**config.mk**
```make
export PLATFORM = sky130hd
export DESIGN_NAME = cache_ctrl
export DESIGN_NICKNAME = d
export VERILOG_FILES = /design/src/rtl/cache_ctrl.sv
export SDC_FILE = /design/constraint.sdc
export NUM_CORES = 2
export LEC_CHECK = 0
export CAP_MARGIN = 30
export CORE_MARGIN = 8
export CORE_UTILIZATION = 30
export DETAILED_ROUTE_END_ITERATION = 12
export MAX_ROUTING_LAYER = met4
export PLACE_DENSITY = 0.55
export SKIP_LAST_GASP = 1
export SYNTH_ARGS = -nofsm -noshare
export SYNTH_HDL_FRONTEND = slang
export SYNTH_SLANG_ARGS = --single-unit
```
**constraint.sdc**
```tcl
create_clock -name clk -period 5.1 [get_ports clk]
set_input_delay 0.51 -clock clk [delete_from_list [all_inputs] [get_ports clk]]
set_output_delay 0.51 -clock clk [all_outputs]
set_load 0.02 [all_outputs]
```
**src/rtl/cache_ctrl.sv**
```systemverilog
// cache_ctrl: write-back, write-allocate, direct-mapped cache controller.
// Holds its own tag/valid/dirty/data arrays and sequences victim write-back
// and block refill over a mem_req/mem_done handshake. Hit and miss counters
// saturate so that long runs never wrap back to small values.
module cache_ctrl #(
   parameter int ADDR_W      = 10,
   parameter int NUM_BLOCKS  = 4,
   parameter int BLOCK_WORDS = 4,
   parameter int CNT_W       = 16
) (
   input  logic                      clk,
   input  logic                      rst_n,
   input  logic                      cpu_req_valid,
   output logic                      cpu_req_ready,
   input  logic                      cpu_we,
   input  logic [ADDR_W-1:0]         cpu_addr,
   input  logic [31:0]               cpu_wdata,
   output logic                      cpu_resp_valid,
   output logic [31:0]               cpu_rdata,
   output logic                      mem_req,
   output logic                      mem_we,
   output logic [ADDR_W-1:0]         mem_addr,
   output logic [32*BLOCK_WORDS-1:0] mem_wdata,
   input  logic [32*BLOCK_WORDS-1:0] mem_rdata,
   input  logic                      mem_done,
   output logic [CNT_W-1:0]          hit_cnt,
   output logic [CNT_W-1:0]          miss_cnt
);

   localparam int TAG_W  = ADDR_W - 6;
   localparam int LINE_W = 32 * BLOCK_WORDS;

   typedef enum logic [1:0] {
      IDLE,
      COMPARE,
      WRITE_BACK,
      ALLOCATE
   } state_t;

   state_t state;

   // Latched request, split into its tag / index / word-offset fields
   logic [TAG_W-1:0] req_tag;
   logic [1:0]       req_idx;
   logic [1:0]       req_word;
   logic             req_we;
   logic [31:0]      req_wdata;
   logic             refill_done;

   // Cache storage
   logic [NUM_BLOCKS-1:0] valid_arr;
   logic [NUM_BLOCKS-1:0] dirty_arr;
   logic [TAG_W-1:0]      tag_arr  [NUM_BLOCKS];
   logic [LINE_W-1:0]     data_arr [NUM_BLOCKS];

   logic hit;
   logic mem_ack;
   logic unused_addr_bits;

   // Byte-lane bits of the address never select anything in a word cache
   assign unused_addr_bits = ^cpu_addr[1:0];

   // Lookup of the latched request against the indexed line
   assign hit = valid_arr[req_idx] && (tag_arr[req_idx] == req_tag);

   // A completion pulse only counts while a memory transaction is open
   assign mem_ack = mem_done && mem_req;

   // Controller FSM: owns the arrays, counters and every registered output
   always_ff @(posedge clk or negedge rst_n) begin
      if (!rst_n) begin
         state          <= IDLE;
         req_tag        <= '0;
         req_idx        <= '0;
         req_word       <= '0;
         req_we         <= 1'b0;
         req_wdata      <= '0;
         refill_done    <= 1'b0;
         valid_arr      <= '0;
         dirty_arr      <= '0;
         for (int i = 0; i < NUM_BLOCKS; i++) begin
            tag_arr[i]  <= '0;
            data_arr[i] <= '0;
         end
         cpu_req_ready  <= 1'b1;
         cpu_resp_valid <= 1'b0;
         cpu_rdata      <= '0;
         mem_req        <= 1'b0;
         mem_we         <= 1'b0;
         mem_addr       <= '0;
         mem_wdata      <= '0;
         hit_cnt        <= '0;
         miss_cnt       <= '0;
      end else begin
         cpu_resp_valid <= 1'b0;
         case (state)
            IDLE: begin
               if (cpu_req_valid) begin
                  req_tag       <= cpu_addr[ADDR_W-1:6];
                  req_idx       <= cpu_addr[5:4];
                  req_word      <= cpu_addr[3:2];
                  req_we        <= cpu_we;
                  req_wdata     <= cpu_wdata;
                  refill_done   <= 1'b0;
                  cpu_req_ready <= 1'b0;
                  state         <= COMPARE;
               end
            end

            COMPARE: begin
               if (hit) begin
                  if (req_we) begin
                     data_arr[req_idx][{req_word, 5'd0} +: 32] <= req_wdata;
                     dirty_arr[req_idx] <= 1'b1;
                  end else begin
                     cpu_rdata <= data_arr[req_idx][{req_word, 5'd0} +: 32];
                  end
                  if (!refill_done && (hit_cnt != {CNT_W{1'b1}})) begin
                     hit_cnt <= hit_cnt + CNT_W'(1);
                  end
                  cpu_resp_valid <= 1'b1;
                  cpu_req_ready  <= 1'b1;
                  state          <= IDLE;
               end else begin
                  if (miss_cnt != {CNT_W{1'b1}}) begin
                     miss_cnt <= miss_cnt + CNT_W'(1);
                  end
                  mem_req <= 1'b1;
                  if (valid_arr[req_idx] && dirty_arr[req_idx]) begin
                     mem_we    <= 1'b1;
                     mem_addr  <= {tag_arr[req_idx], req_idx, 4'h0};
                     mem_wdata <= data_arr[req_idx];
                     state     <= WRITE_BACK;
                  end else begin
                     mem_we    <= 1'b0;
                     mem_addr  <= {req_tag, req_idx, 4'h0};
                     state     <= ALLOCATE;
                  end
               end
            end

            WRITE_BACK: begin
               if (mem_ack) begin
                  dirty_arr[req_idx] <= 1'b0;
                  mem_we             <= 1'b0;
                  mem_addr           <= {req_tag, req_idx, 4'h0};
                  state              <= ALLOCATE;
               end
            end

            ALLOCATE: begin
               if (mem_ack) begin
                  data_arr[req_idx]  <= mem_rdata;
                  tag_arr[req_idx]   <= req_tag;
                  valid_arr[req_idx] <= 1'b1;
                  dirty_arr[req_idx] <= 1'b0;
                  refill_done        <= 1'b1;
                  mem_req            <= 1'b0;
                  state              <= COMPARE;
               end
            end

            default: begin
               mem_req       <= 1'b0;
               cpu_req_ready <= 1'b1;
               state         <= IDLE;
            end
         endcase
      end
   end

endmodule

```
# After elaboration in Yosys (flattened, before gate mapping)

Cells that the tools add are included.

$add $sub $neg: 3
Order comparisons: 4
Eq/ne operators: 13
Shift-type cells: 3
Multiplexer cells: 52
Bitwise logic cells: 7
Reductions and logical operators: 27

Operator list:

| operator                 | count |
|---|---|
| $mux 512                 | 3 |
| $bwmux 512               | 2 |
| $pmux 512 s2             | 1 |
| $demux 128 s2            | 2 |
| $mux 128                 | 4 |
| $bmux 128 s2             | 1 |
| $shift 32x9->128 const A | 1 |
| $shiftx 128x8->32        | 1 |
| $shiftx 32x9->128        | 1 |
| $add 16x1->16 const B    | 2 |
| $ne 16x16->1 const B     | 2 |
| $mux 10                  | 3 |
| $reduce_and 3->1         | 9 |
| $mux 4                   | 6 |
| $pmux 10 s2              | 1 |
| $bwmux 16                | 1 |
| $mux 1                   | 13 |
| $ne 2x2->1 const B       | 6 |
| $reduce_bool 2->1        | 5 |
| $neg 7->9                | 1 |
| $bmux 4 s2               | 1 |
| $demux 4 s2              | 1 |
| $mux 2                   | 4 |
| $or 4x4->4               | 2 |
| other kinds (23)         | 36 |

Flip-flop bits (word level): 786
Input bits: 175
Output and inout port bits: 206

# Logic depth before layout (Yosys ltp)

Word-level depth: 9
Depth in mapped cells: 12
Depth with buffers taken out: 8

# Least setup slack after synthesis

Ideal clock, no wire load.

Path type: register -> register
From: reg req_word[0]
To: reg data_arr[459] (netlist bit)
Setup time: 0.078 ns
Arrival time: 2.927 ns
Data required time: 5.022 ns
Setup slack: 2.095 ns
Cell stages (with the launch flop): 11
Cells stage by stage: dfrtp_1 buf_2 inv_1 clkbuf_1 ha_1 nor4b_1 and3_1 clkbuf_1 clkbuf_1 a22oi_1 o2bb2ai_1

Word-level cells in the longest chain between the ends: 8

Ends and longest elaborated chain:

| what                            | RTL line | text |
|---|---|---|
| from (decl)                     | 45       | `logic [1:0] req_word;` |
| from (signal assigned)          | 101      | `req_word <= cpu_addr[3:2];` |
| $neg 7->9 (*)                   | 113      | `data_arr[req_idx][{req_word, 5'd0} +: 32] <= req_wdata;` |
| $shift 32x9->128                | 113      |  |
| $mux 128 (implied by the code)  | 113      |  |
| $demux 128 s2                   | 113      |  |
| $bwmux 512 (*)                  | 113      |  |
| $mux 512 (*)                    | 112      | `if (req_we) begin` |
| $mux 512 (*)                    | 111      | `if (hit) begin` |
| $pmux 512 s2 (*)                | 96       | `case (state)` |
| to (signal, indexed assignment) | 113      |  |
| to (signal, indexed assignment) | 153      | `data_arr[req_idx] <= mem_rdata;` |
| to (decl)                       | 54       | `logic [LINE_W-1:0] data_arr [NUM_BLOCKS];` |

Every way passes the cells marked *; elsewhere a longest branch is shown, timed or not. The select of a mux whose other input is x is not followed.
A chain may end at the register's enable or synchronous reset.

# Worst setup path in the final report

From: reg req_idx[0]
To: reg data_arr[334] (netlist bit)

Word-level cells in the longest chain between the ends: 9

Ends and longest elaborated chain:

| what                                                                  | RTL line     | text |
|---|---|---|
| from (decl)                                                           | 44           | `logic [1:0] req_idx;` |
| from (signal assigned)                                                | 100          | `req_idx <= cpu_addr[5:4];` |
| $not 2->3 (implied by the code)                                       | 64, 113, 153 |  |
| $ge 3x3->1 (implied by the code) / $lt 3x1->1 (equally long branches) | 113, 153     |  |
| $logic_and 1x1->1 (implied by the code)                               | 113, 153     |  |
| $mux 128 (implied by the code)                                        | 113          |  |
| $demux 128 s2                                                         | 113          |  |
| $bwmux 512                                                            | 113          |  |
| $mux 512                                                              | 112          |  |
| $mux 512                                                              | 111          |  |
| $pmux 512 s2                                                          | 96           |  |

Parallel ways exist; a longest one is shown, timed or not. The select of a mux whose other input is x is not followed.

==> metrics.yaml <==
run_status:
  status: "finished, final reports clean"
synthesis:
  synth_top_area_cell: "dfrtp_1"
  synth_cell_type_count: 54
  synthFlopType: "dfrtp_1"
  async_flop_share: 1.00
  yosys_register_bits: 782
  synth_top_area_share: 0.507
  synth.cell_area_sq_mm: 0.0386
  yosysWarnings: 0
  synth_cells: 3122
  syn_area_per_cell_sq_um: 12.4
  synth-edff-count: 0
  synth_seq_area_share: 0.508
  synthTopCellsByArea: "dfrtp_1 51%, mux4_2 9.7%, a32oi_1 6.5%"
floorplan:
  start_util: 0.302
  dieArea_sq_mm: 0.140
  num_rows: 131
  dieWidth_um: 375
  core_area_sq_mm: 0.128
  die_y_um: 375
  ios: 381
timing:
  period_minus_slack_ns: 3.81
  fin_crit_sh: 0.748
  worstMarginPinSlew_ns: 1.08
  timing_hold_violations_final: 0
  fmax_mhz: 262
  skew_ns: 0.0294
  drv_slew: 0
  rsz0062_at_grt: "false"
  final.setup.tns_ns: 0
  timing.slew.headroom: 0.279
  setup_viol: 0
  fin_ws_ns: 1.29
route:
  wl_met3_um: 10500
  wl_um: 145000
  dr.first_iter.drc_count: 3161
  drt.antenna.violating_nets: 0
  wl_per_cell_um: 28.8
  via_per_inst: 5.81
  drt_first_pass_iters: 6
  met1_length_um: 61100
  dr_wl_met2_um: 69800
  drc: 0
  top_layer: "met4"
  vias: 29393
critical_path:
  r2r_cells: 8
  r2r-start: "req_idx[0]"
  criticalPathCategory: "reg -> reg"
  crit_required_ns: 5.64
  r2r-end: "data_arr[334]"
  critical-path-max-stage-delay_ns: 0.68
  crit_chain: "mux4_2 -> xnor2_1 -> and3_1 -> buf_4 -> a31oi_4 -> buf_12 -> buf_4 -> o2bb2ai_1"
  slowest_stage: "buf_4"
  worstPathMaxFanout: 152
  cp.arrival_ns: 4.36
  startpoint_type: "register"
  endpoint_kind: "register"
  cp_common_cell: "buf_4"
  rrSetupSlack_ns: 1.29
hold_path:
  whs_path_depth: 2
  worst_hold_startpoint: "cpu_wdata[24]"
  holdCritPathClass: "in -> reg"
  whs_endpoint: "req_wdata[24]"
pwr:
  p_clk_frac: 0.214
  p_comb_frac: 0.440
  swShare: 0.390
  leakage_nw: 18.2
  vdd_drop_max_uv: 569
  power_frac_seq: 0.345
  switchingPower_mw: 12.5
  intPower_mw: 19.6
  powerDensity_mw_per_mm2: 683
  power_mw: 32.1
final_layout:
  finalNonFillerCells: 5056
  final_util: 0.368
  fillers: 12362
  final_cell_mix: "777 x dfrtp_1, 373 x clkdlybuf4s50_1, 288 x a32oi_1"
  nNetsFinal: 3469
  area_growth_pct: 21.8
  layout-drive-gt1-share: 0.203
  register_area_sq_mm: 0.0196
  mostFrequentLayoutCell: "dfrtp_1"
  multi_input_area_sq_mm: 0.0173
placed_design:
  dp_slack_ns: 1.30
  portBuffers: 374
  place_congestion: 0.775
  dp.cells: 4847
  dp_hpwl_um: 90900
global_routing:
  grt_pass1_vias: 29695
  grt_first_pass_wirelength_um: 214000
  track_usage: 0.206
  overflow: 0
  antenna_found_initial: 35
  grt_max_degree: 153
clock_network:
  cts_tree: "done"
  clock_latency_ns: 0.71
  path_clk_slew_ns: 0.06
  cts.path.max_buffers: 3
  htreeDepth: 3
  cts_root_buffer: "clkbuf_16"
  cts_buffers: 91
  post_cts_buffers: 0
  cts.sinks: 782
run:
  max-cap-violations: 0
## cells in the mapped netlist (21+ instances only)
cell,instances
clkbuf_1,246
a21oi_1,260
nor2_1,294
mux2_2,101
dfrtp_1,781
a32oi_1,288
a22oi_1,224
mux2_4,120
xnor2_1,21
buf_2,101
mux4_2,166
nand2_1,39
o2bb2ai_1,257
## kinds of logic after synthesis
| kind of cell | after synthesis | synth area share |
|---|---|---|
| mux | 391 | 0.174 |
| other cells | 1 | 0.0000973 |
| fa+ha+maj | 11 | 0.00357 |
| flops | 782 | 0.508 |
| buf+inv | 408 | 0.0502 |
| simple gates | 419 | 0.0464 |
| compound gates | 1076 | 0.210 |
| xor+xnor | 34 | 0.00772 |
## metrics by stage
stage | hold slack, ns | cell area (sq um)
floorplan | 0.214 | 38600
global placement | 0.449 | 43600
detailed placement | 0.450 | 43700
CTS | 0.346 | 46800
global route | 0.395 | 47000
finish | 0.419 | 47000
## sequential cells by signal, indices dropped and copies added, names as in the netlist, named ones only
signal          cells
cpu_rdata          32
cpu_req_ready       1
cpu_resp_valid      1
data_arr          512
hit_cnt            16
mem_addr            6
mem_req             1
mem_wdata         128
mem_we              1
miss_cnt           16
refill_done         1
req_idx             2
req_tag             4
req_wdata          32
req_we              1
req_word            2
state               2
tag_arr            16
valid_arr           4
## worst max path at each step
stage	depth (start not counted)	endpoint	slack, ns	from
2_1_floorplan	10	data_arr[459]	2.09	req_word[0]
3_3_place_gp	5	cpu_rdata[19]	1.30	req_idx[0]
3_5_place_dp	5	cpu_rdata[19]	1.30	req_idx[0]
4_1_cts	5	cpu_rdata[19]	1.30	req_idx[0]
5_1_grt	8	data_arr[207]	1.14	req_idx[0]
6_report	8	data_arr[334]	1.29	req_idx[0]
## area by class of cell
type | count | share of cell area
timing repair buffer | 460 | 0.100
inverter | 13 | 0.00104
clock buffer | 135 | 0.0580
sequential | 782 | 0.417
multi-input combinational | 1935 | 0.369
tap | 1662 | 0.0443
antenna | 35 | 0.00186
clock inverter | 34 | 0.00882
## critical path: cells and delay by family (launching register included)
kind	cells	cell delay, ns
compound gates	2	0.32
simple gates	1	0.37
xor+xnor	1	0.18
flops	1	0.53
mux	1	0.56
buf+inv	3	1.50
## per-layer routing
| layer | up-vias | global-route usage |
|---|---|---|
| met5 | - | - |
| met4 | 0 | 0.0648 |
| met3 | 243 | 0.0458 |
| met2 | 1273 | 0.322 |
| met1 | 15306 | 0.267 |
| li1 | 12571 | - |
## power by group through the flow
stage          Sequential [mW]  Clock (mW)  Combinational (mW)
2_1_floorplan             10.7           0                9.68
3_3_place_gp              11.1           0                14.0
3_5_place_dp              11.1           0                14.2
4_1_cts                   11.0        7.02                14.2
5_1_grt                   11.4        7.25                15.1
6_report                  11.1        6.88                14.1
## repair_timing
action | 4_1_cts | 5_1_grt
endpoints found under the setup margin | 0 | 0
gates resized for setup | 0 | 0
hold buffers | 1 | 0
endpoints found under the hold margin | 81 | 0
Power figures use the tool's default switching activity.
